==> config.mk <==
export PLATFORM = sky130hd
export DESIGN_NAME = rf_burst_loader
export DESIGN_NICKNAME = d
export VERILOG_FILES = /design/src/rtl/rf_burst_loader.sv
export SDC_FILE = /design/constraint.sdc
export NUM_CORES = 1
export LEC_CHECK = 0
export ABC_AREA = 1
export BUFFER_PORTS_ARGS = -buffer_cell sky130_fd_sc_hd__buf_2
export CAP_MARGIN = 20
export CORE_MARGIN = 2
export CORE_UTILIZATION = 42
export CTS_BUF_LIST = sky130_fd_sc_hd__clkbuf_4
export CTS_CLUSTER_SIZE = 20
export DETAILED_ROUTE_END_ITERATION = 10
export MAX_ROUTING_LAYER = met4
export PLACE_DENSITY_LB_ADDON = 0.12
export SYNTH_ARGS = -nofsm -noshare
export SYNTH_HDL_FRONTEND = slang
export SYNTH_SLANG_ARGS = --single-unit
==> constraint.sdc <==
create_clock -name clk -period 1.25 [get_ports clk]
set_input_delay 0.25 -clock clk [delete_from_list [all_inputs] [get_ports clk]]
set_output_delay 0.25 -clock clk [all_outputs]
set_load 0.01 [all_outputs]
==> src/rtl/rf_burst_loader.sv <==
// rtl/rf_burst_loader.sv - burst write sequencer for the 4x8 register file
// Ports: clk, rst_b (sync, active-low); start/base_addr/count burst command;
//        abort; in_data/in_valid/in_ready byte stream; wr_data/wr_addr/wr_e
//        register file write port; busy (LOAD or DONE); done (burst end pulse).
module rf_burst_loader #(
  parameter int DATA_W = 8,
  parameter int ADDR_W = 2
) (
  input  logic              clk,
  input  logic              rst_b,
  input  logic              start,
  input  logic [ADDR_W-1:0] base_addr,
  input  logic [ADDR_W-1:0] count,
  input  logic              abort,
  input  logic [DATA_W-1:0] in_data,
  input  logic              in_valid,
  output logic              in_ready,
  output logic [DATA_W-1:0] wr_data,
  output logic [ADDR_W-1:0] wr_addr,
  output logic              wr_e,
  output logic              busy,
  output logic              done
);

  typedef enum logic [1:0] {
    IDLE = 2'd0,
    LOAD = 2'd1,
    DONE = 2'd2
  } state_t;

  state_t            state;
  state_t            next_state;
  logic [ADDR_W-1:0] addr_q;
  logic [ADDR_W-1:0] rem_q;
  logic              hs;

  assign in_ready = (state == LOAD) && !abort;
  assign hs       = in_valid && in_ready;

  always_comb begin
    next_state = state;
    case (state)
      IDLE: if (start) next_state = LOAD;
      LOAD: begin
        if (abort) begin
          next_state = IDLE;
        end else if (hs && (rem_q == '0)) begin
          next_state = DONE;
        end
      end
      DONE:    next_state = IDLE;
      default: next_state = IDLE;
    endcase
  end

  always_ff @(posedge clk) begin
    if (!rst_b) begin
      state <= IDLE;
    end else begin
      state <= next_state;
    end
  end

  // busy and done are registered from the next state so they line up with
  // the state register without adding combinational outputs.
  always_ff @(posedge clk) begin
    if (!rst_b) begin
      addr_q  <= '0;
      rem_q   <= '0;
      wr_data <= '0;
      wr_addr <= '0;
      wr_e    <= 1'b0;
      busy    <= 1'b0;
      done    <= 1'b0;
    end else begin
      wr_e <= hs;
      busy <= (next_state != IDLE);
      done <= (next_state == DONE);
      if (state == IDLE && start) begin
        addr_q <= base_addr;
        rem_q  <= count;
      end
      if (hs) begin
        wr_data <= in_data;
        wr_addr <= addr_q;
        addr_q  <= addr_q + 1'b1;
        if (rem_q != '0) rem_q <= rem_q - 1'b1;
      end
    end
  end

endmodule

==> results of run 1 <==
-- sequential cells by signal, summed over array words and instances, names as in the netlist --
| register | flops |
|---|---|
| wr_data | 8 |
| busy | 1 |
| done | 1 |
| wr_e | 1 |
| wr_addr | 2 |
| state | 2 |
| addr_q | 2 |
| rem_q | 2 |
-- metal layers --
| layer | vias to the layer above | track usage, % | wire (microns) | share of wire [%] |
|---|---|---|---|---|
| li1 | 379 | - | - | - |
| met1 | 331 | 21.3 | 730 | 46 |
| met2 | 17 | 29.9 | 786 | 49 |
| met3 | 2 | 3.57 | 68 | 4.3 |
| met4 | 0 | 9.41 | 12 | 0.75 |
| met5 | - | - | 0 | 0 |
-- cell type report --
cell class / count / area (sq um) / area share (%)
inverters: 8 / 30.0 / 3.14
repair buffers: 35 / 188 / 19.6
well taps: 17 / 21.3 / 2.22
clock buffers: 4 / 30.0 / 3.14
multi-input cells: 65 / 305 / 31.9
flip-flops and latches: 19 / 383 / 40.0
-- final timing paths --
check / startpoint / endpoint / slack, ns / depth (start not counted)
setup reg to reg: rem_q[0] / busy / 0.13 / 4
hold / removal: in_data[5] / wr_data[5] / 0.19 / 3
hold reg to reg: wr_data[6] / wr_data[6] / 0.46 / 2
setup / recovery: state[0] / in_ready / 0.06 / 3
-- worst max-delay path: cells and delay by family, from the launching register on --
family | cells | cell delay [ns]
buffers and inverters | 1 | 0.13
AND/OR/NAND/NOR | 2 | 0.14
flip-flops | 1 | 0.38
-- power by group --
part           switching [W]  internal [W]  leakage (nW)
Combinational      0.0000735     0.0000624         0.301
Clock               0.000186      0.000146        0.0184
Sequential         0.0000162      0.000629         0.156
Total               0.000276      0.000838         0.475
-- logic make-up after synthesis --
kind of cell           synth area share, %
buffers and inverters                 6.87
and+or+nand+nor                       27.0
DFF                                   52.2
AOI/OAI and AO/OA                     13.9
-- synth_stat cells --
| master | n | area share, % |
|---|---|---|
| nand2_1 | 32 | 16 |
| dfxtp_1 | 19 | 52 |
| a21oi_1 | 13 | 8.9 |
| inv_1 | 7 | 3.6 |
| nand3_1 | 4 | 2.7 |
| nor2_1 | 3 | 1.5 |
| nand4_1 | 2 | 1.7 |
| nor3_1 | 2 | 1.4 |
| o21ai_0 | 2 | 1.4 |
| a21o_1 | 1 | 1.0 |
| a31oi_1 | 1 | 0.86 |
| buf_2 | 1 | 0.69 |
| buf_6 | 1 | 1.5 |
| clkbuf_1 | 1 | 0.51 |
| inv_2 | 1 | 0.51 |
| nand3_2 | 1 | 1.4 |
| nor2_2 | 1 | 0.86 |
| o21ai_1 | 1 | 0.69 |
| o21bai_1 | 1 | 1.0 |
| or2_1 | 1 | 0.86 |
-- what timing repair did --
action / 4_1_cts / 5_1_grt
setup endpoints to repair: 1 / 1
gates resized for setup: 3 / 3
pin swaps: 1 / 1
buffers inserted: 1 / 0
gates cloned: 0 / 0
-- through the flow --
step | area (sq um) | setup WS, ns | power [W]
2_1_floorplan | 728 | 0.224 | 0.000728
3_3_place_gp | 910 | 0.123 | 0.000788
6_report | 957 | 0.0576 | 0.00111
4_1_cts | 952 | 0.00861 | 0.00113
3_5_place_dp | 910 | 0.105 | 0.000790
5_1_grt | 957 | -0.0193 | 0.00118
==> impl_metrics.ini, run 1 <==
[logic_synthesis]
ys_ff_latch = 19
syn_area_sq_um = 728
yosysSeqAreaShare_pct = 52.2
syn_avg_cell_area_sq_um = 7.67
syn_nets = 112
synth_cell_types = 20
synthCells = 95
synth_warnings = 0

[critical_path]
crit_type = flip-flop to output pin
cp_max_fo = 4
cpPeakStageDelay_ns = 0.38
cpMaxStageDelayCell = dfxtp_2
critPathArrivalTime_ns = 0.94
worstSetupEndpointType = output pin
start_kind = flip-flop
crit_path_cell_trace = nand2_2, nor2_2, buf_2
worstPathRequired_ns = 1.00

[layout]
fillers = 168
layout-drive-gt1-share_pct = 36.6
final_util_pct = 57.3
finalNonFillerCells = 148
mostFrequentLayoutCells = nand2_1, buf_2, dfxtp_1
diodes = 0
nets = 149
area_growth_pct = 31.4

[clock_network]
clkTransAtPathRegs_ns = 0.11
clkSinkCount = 19
cts_tree = built
cts_buffers = 3
cts_hold_buffers = 0
cts_max_level = 1
cts.path.max_buffers = 2
cts_root_buf = clkbuf_4
clk_latency_ns = 0.29

[routing]
route.vias.total = 729
routedWlPerCell_microns = 10.8
drc_errors = 0
drtIter0Drc = 10
wl_mm = 1.60
viasPerCell = 4.93
ant_nets = 0
firstDrtPassIters = 4

[sta]
layout_min_cycle_time_ns = 1.19
rsz0062_at_grt = true
min_period_over_period_pct = 95.4
tightest_slew_ns = 0.252
max_freq_mhz = 839
timing.hold.ws_ns = 0.185
drv_slew = 0
finalClockSkew_ns = 0.00331
setup_viol = 0
setup_tns_ns = 0
finalHoldViolations = 0
max_slew_margin_pct = 83.2

[floorplan]
core_sq_um = 1670
dieWidth_microns = 45.6
die_h_microns = 45.6
rows = 15
die_area_sq_um = 2080
ios = 31
start_util_pct = 43.6

[status]
status = finished clean

[global_routing]
antenna_found_initial = 0
track_usage_pct = 18.4
grt_overflow_total = 0
grt_pass1_vias = 669
grt_pass1_wl_mm = 2.64
grt_max_degree = 13

[worst_hold_path]
hold_path_class = input pin to flip-flop

[placed_design]
port_buffers = 30
dp_cells = 143
routabilityCongestion = 0.870
dp_hpwl_mm = 1.20

[power]
powerDensity_nw_per_um2 = 1160
vdd_drop_max_mv = 0.608
p_leak_nw = 0.475

[job]
maxCapViolCount = 0
Power figures use the tool's default switching activity.
==> run 2, diff against run 1 <==
- ABC_AREA: 1 -> unset
- REMOVE_ABC_BUFFERS: unset -> 1
- SETUP_SLACK_MARGIN: unset -> 0.15
==> impl_metrics.ini, run 2 <==
[status]
status = finished, violations left
violations = setup timing

[sta]
finalHoldViolations = 0
max_freq_mhz = 791
drv_slew = 0
rsz0062_at_grt = true
max_slew_margin_pct = 76.9
layout_min_cycle_time_ns = 1.26
tightest_slew_ns = 0.345
min_period_over_period_pct = 101
setup_viol = 1
finalClockSkew_ns = 0.00703
setup_slack_ns = -0.0145

[routing]
ant_nets = 0
viasPerCell = 5.29
route.vias.total = 730
drc_errors = 0
wl_mm = 1.77
firstDrtPassIters = 4
routedWlPerCell_microns = 12.8
drtIter0Drc = 6

[layout]
fin_area_sq_um = 1090
layout-drive-gt1-share_pct = 55.4
largest_reg_flops = 8
nets = 139
multi_input_area_sq_um = 410
ff_latch_area_sq_um = 385
mostFrequentLayoutCell = buf_2
diodes = 0
area_growth_pct = 46.9
mostFrequentLayoutCells = buf_2, dfxtp_1, nand2_1
regMostFlops = wr_data
fillers = 155

[logic_synthesis]
synth_edf_count = 0
ys_ff_latch = 19
synth_compound_area_share_pct = 16.7
synth.most_common_cell = nand2_1
synth.area.mux_share_pct = 3.37
synth-xor-area-share_pct = 0
yosysTopAreaCellShare_pct = 51.3
synthCells = 82
synthArstFlopShare_pct = 0
yosys.area.top_type = dfxtp_1
yosysSeqAreaShare_pct = 51.3
synth_warnings = 0
synth_fa_ha_area_share_pct = 0
synthTopCellsByCount = nand2_1, dfxtp_1, a21oi_1, nor2_1
synth_cell_types = 25
syn_area_sq_um = 742
syn_avg_cell_area_sq_um = 9.05
synthTopCellsByArea = dfxtp_1, nand2_1, a21oi_1, nor3b_2, mux2_4
synth_top_family_by_area = simple AND/OR/NAND/NOR gates
synth-simple-area-share_pct = 23.4
ys.flop_type = dfxtp_1

[critical_path]
crit_type = flip-flop to output pin
r2r_slack_ns = 0.03
start_kind = flip-flop
worstPathRequired_ns = 1.00
cpMaxStageDelayCell = dfxtp_4
critPathLaunch = state[1]
r2r_cells = 4
worstSetupEndpointType = output pin
cp.depth = 2
cp_max_fo = 5
cpPeakStageDelay_ns = 0.38
critPathArrivalTime_ns = 1.01
crit_end = in_ready
critical_path.top_delay_family = flip-flops
crit_path_cell_trace = nor3b_4, buf_2
reg2reg_from = state[0]
worstReg2RegEnd = rem_q[0]
critPathBufInv = 1

[placed_design]
dp_hpwl_mm = 1.20
routabilityCongestion = 0.808
port_buffers = 30
dpl_cell_area_sq_um = 931

[global_routing]
antenna_found_initial = 0
grt_max_degree = 12
grt_pass1_wl_mm = 2.78
track_usage_pct = 19.0
grt_pass1_vias = 655
grt_overflow_total = 0

[clock_network]
cts_max_level = 1
clkSinkCount = 19
cts.path.max_buffers = 2
cts_hold_buffers = 0
clk_latency_ns = 0.30
cts_root_buf = clkbuf_4
cts_buffers = 3
cts_tree = built
clkTransAtPathRegs_ns = 0.11

[worst_hold_path]
hold_path_class = input pin to flip-flop

[floorplan]
die_h_microns = 46.0
core_sq_um = 1690
rows = 15
dieWidth_microns = 46.0
start_util_pct = 43.9
ios = 31
die_area_sq_um = 2120

[power]
p_leak_nw = 0.508
total_power_w = 0.00112
vdd_drop_max_mv = 0.573
powerDensity_nw_per_um2 = 1030

[job]
maxCapViolCount = 0
[run 2: worst min-delay path by stage]
stage                           from    endpoint  slack, ns  cells after the start
after CTS                 in_data[0]  wr_data[0]       0.17                      3
after detailed placement  wr_addr[0]  wr_addr[0]       0.44                      2
after global routing      in_data[4]  wr_data[4]       0.16                      3
final                     in_data[0]  wr_data[0]       0.17                      3
after floorplan           in_data[0]  wr_data[0]       0.39                      2
after global placement    wr_data[0]  wr_data[0]       0.44                      2
[run 2: cells by family after synthesis]
logic type | after synthesis
flip-flops | 19
multiplexers | 2
AND/OR/NAND/NOR | 34
AO/OA/AOI/OAI | 20
buffers and inverters | 7
[run 2: worst min-delay path, stage by stage]
cell and delay (ns):
buf_2 0.10, nand2_2 0.05, a21oi_2 0.04
[run 2: metal layers]
layer  share of wire [%]  track usage (%)  vias up
li1                    -                -      365
met1                  46             24.0      340
met2                  48             29.2       21
met3                 4.4             3.57        4
met4                 1.5             8.57        0
met5                   0                -        -
[run 2: layout make-up]
type                            instances  share of cell area (%)
Clock buffer                            3                    2.07
Clock inverter                          1                   0.459
Inverter                                3                    1.03
Multi-Input combinational cell         56                    37.7
Sequential cell                        19                    35.4
Tap cell                               17                    1.95
Timing Repair Buffer                   39                    21.5
[run 2: stage by stage]
stage | hold WS [ns] | setup slack [ns] | util (%) | setup TNS [ns] | cells
3_5_place_dp | 0.442 | 0.0435 | 55.1 | 0 | 131
6_report | 0.173 | -0.0145 | 64.5 | -0.0145 | 138
3_3_place_gp | 0.438 | 0.0922 | 55.1 | 0 | 131
5_1_grt | 0.159 | -0.0962 | 64.5 | -0.186 | 138
2_1_floorplan | 0.386 | -0.258 | - | -0.783 | 78
4_1_cts | 0.169 | -0.0304 | 61.7 | -0.0304 | 138
[run 2: what timing repair did]
action,in CTS,in global routing
resized for setup,21,10
setup endpoints to repair,17,18
setup buffers,3,0
pin swaps,6,5
hold endpoints to repair,0,0
gates cloned,0,0
[run 2: where the power goes]
part / total, W / switching, W / internal, W
Combinational: 0.000165 / 0.0000823 / 0.0000830
Sequential: 0.000645 / 0.0000193 / 0.000626
Clock: 0.000311 / 0.000192 / 0.000119
Total: 0.00112 / 0.000294 / 0.000828
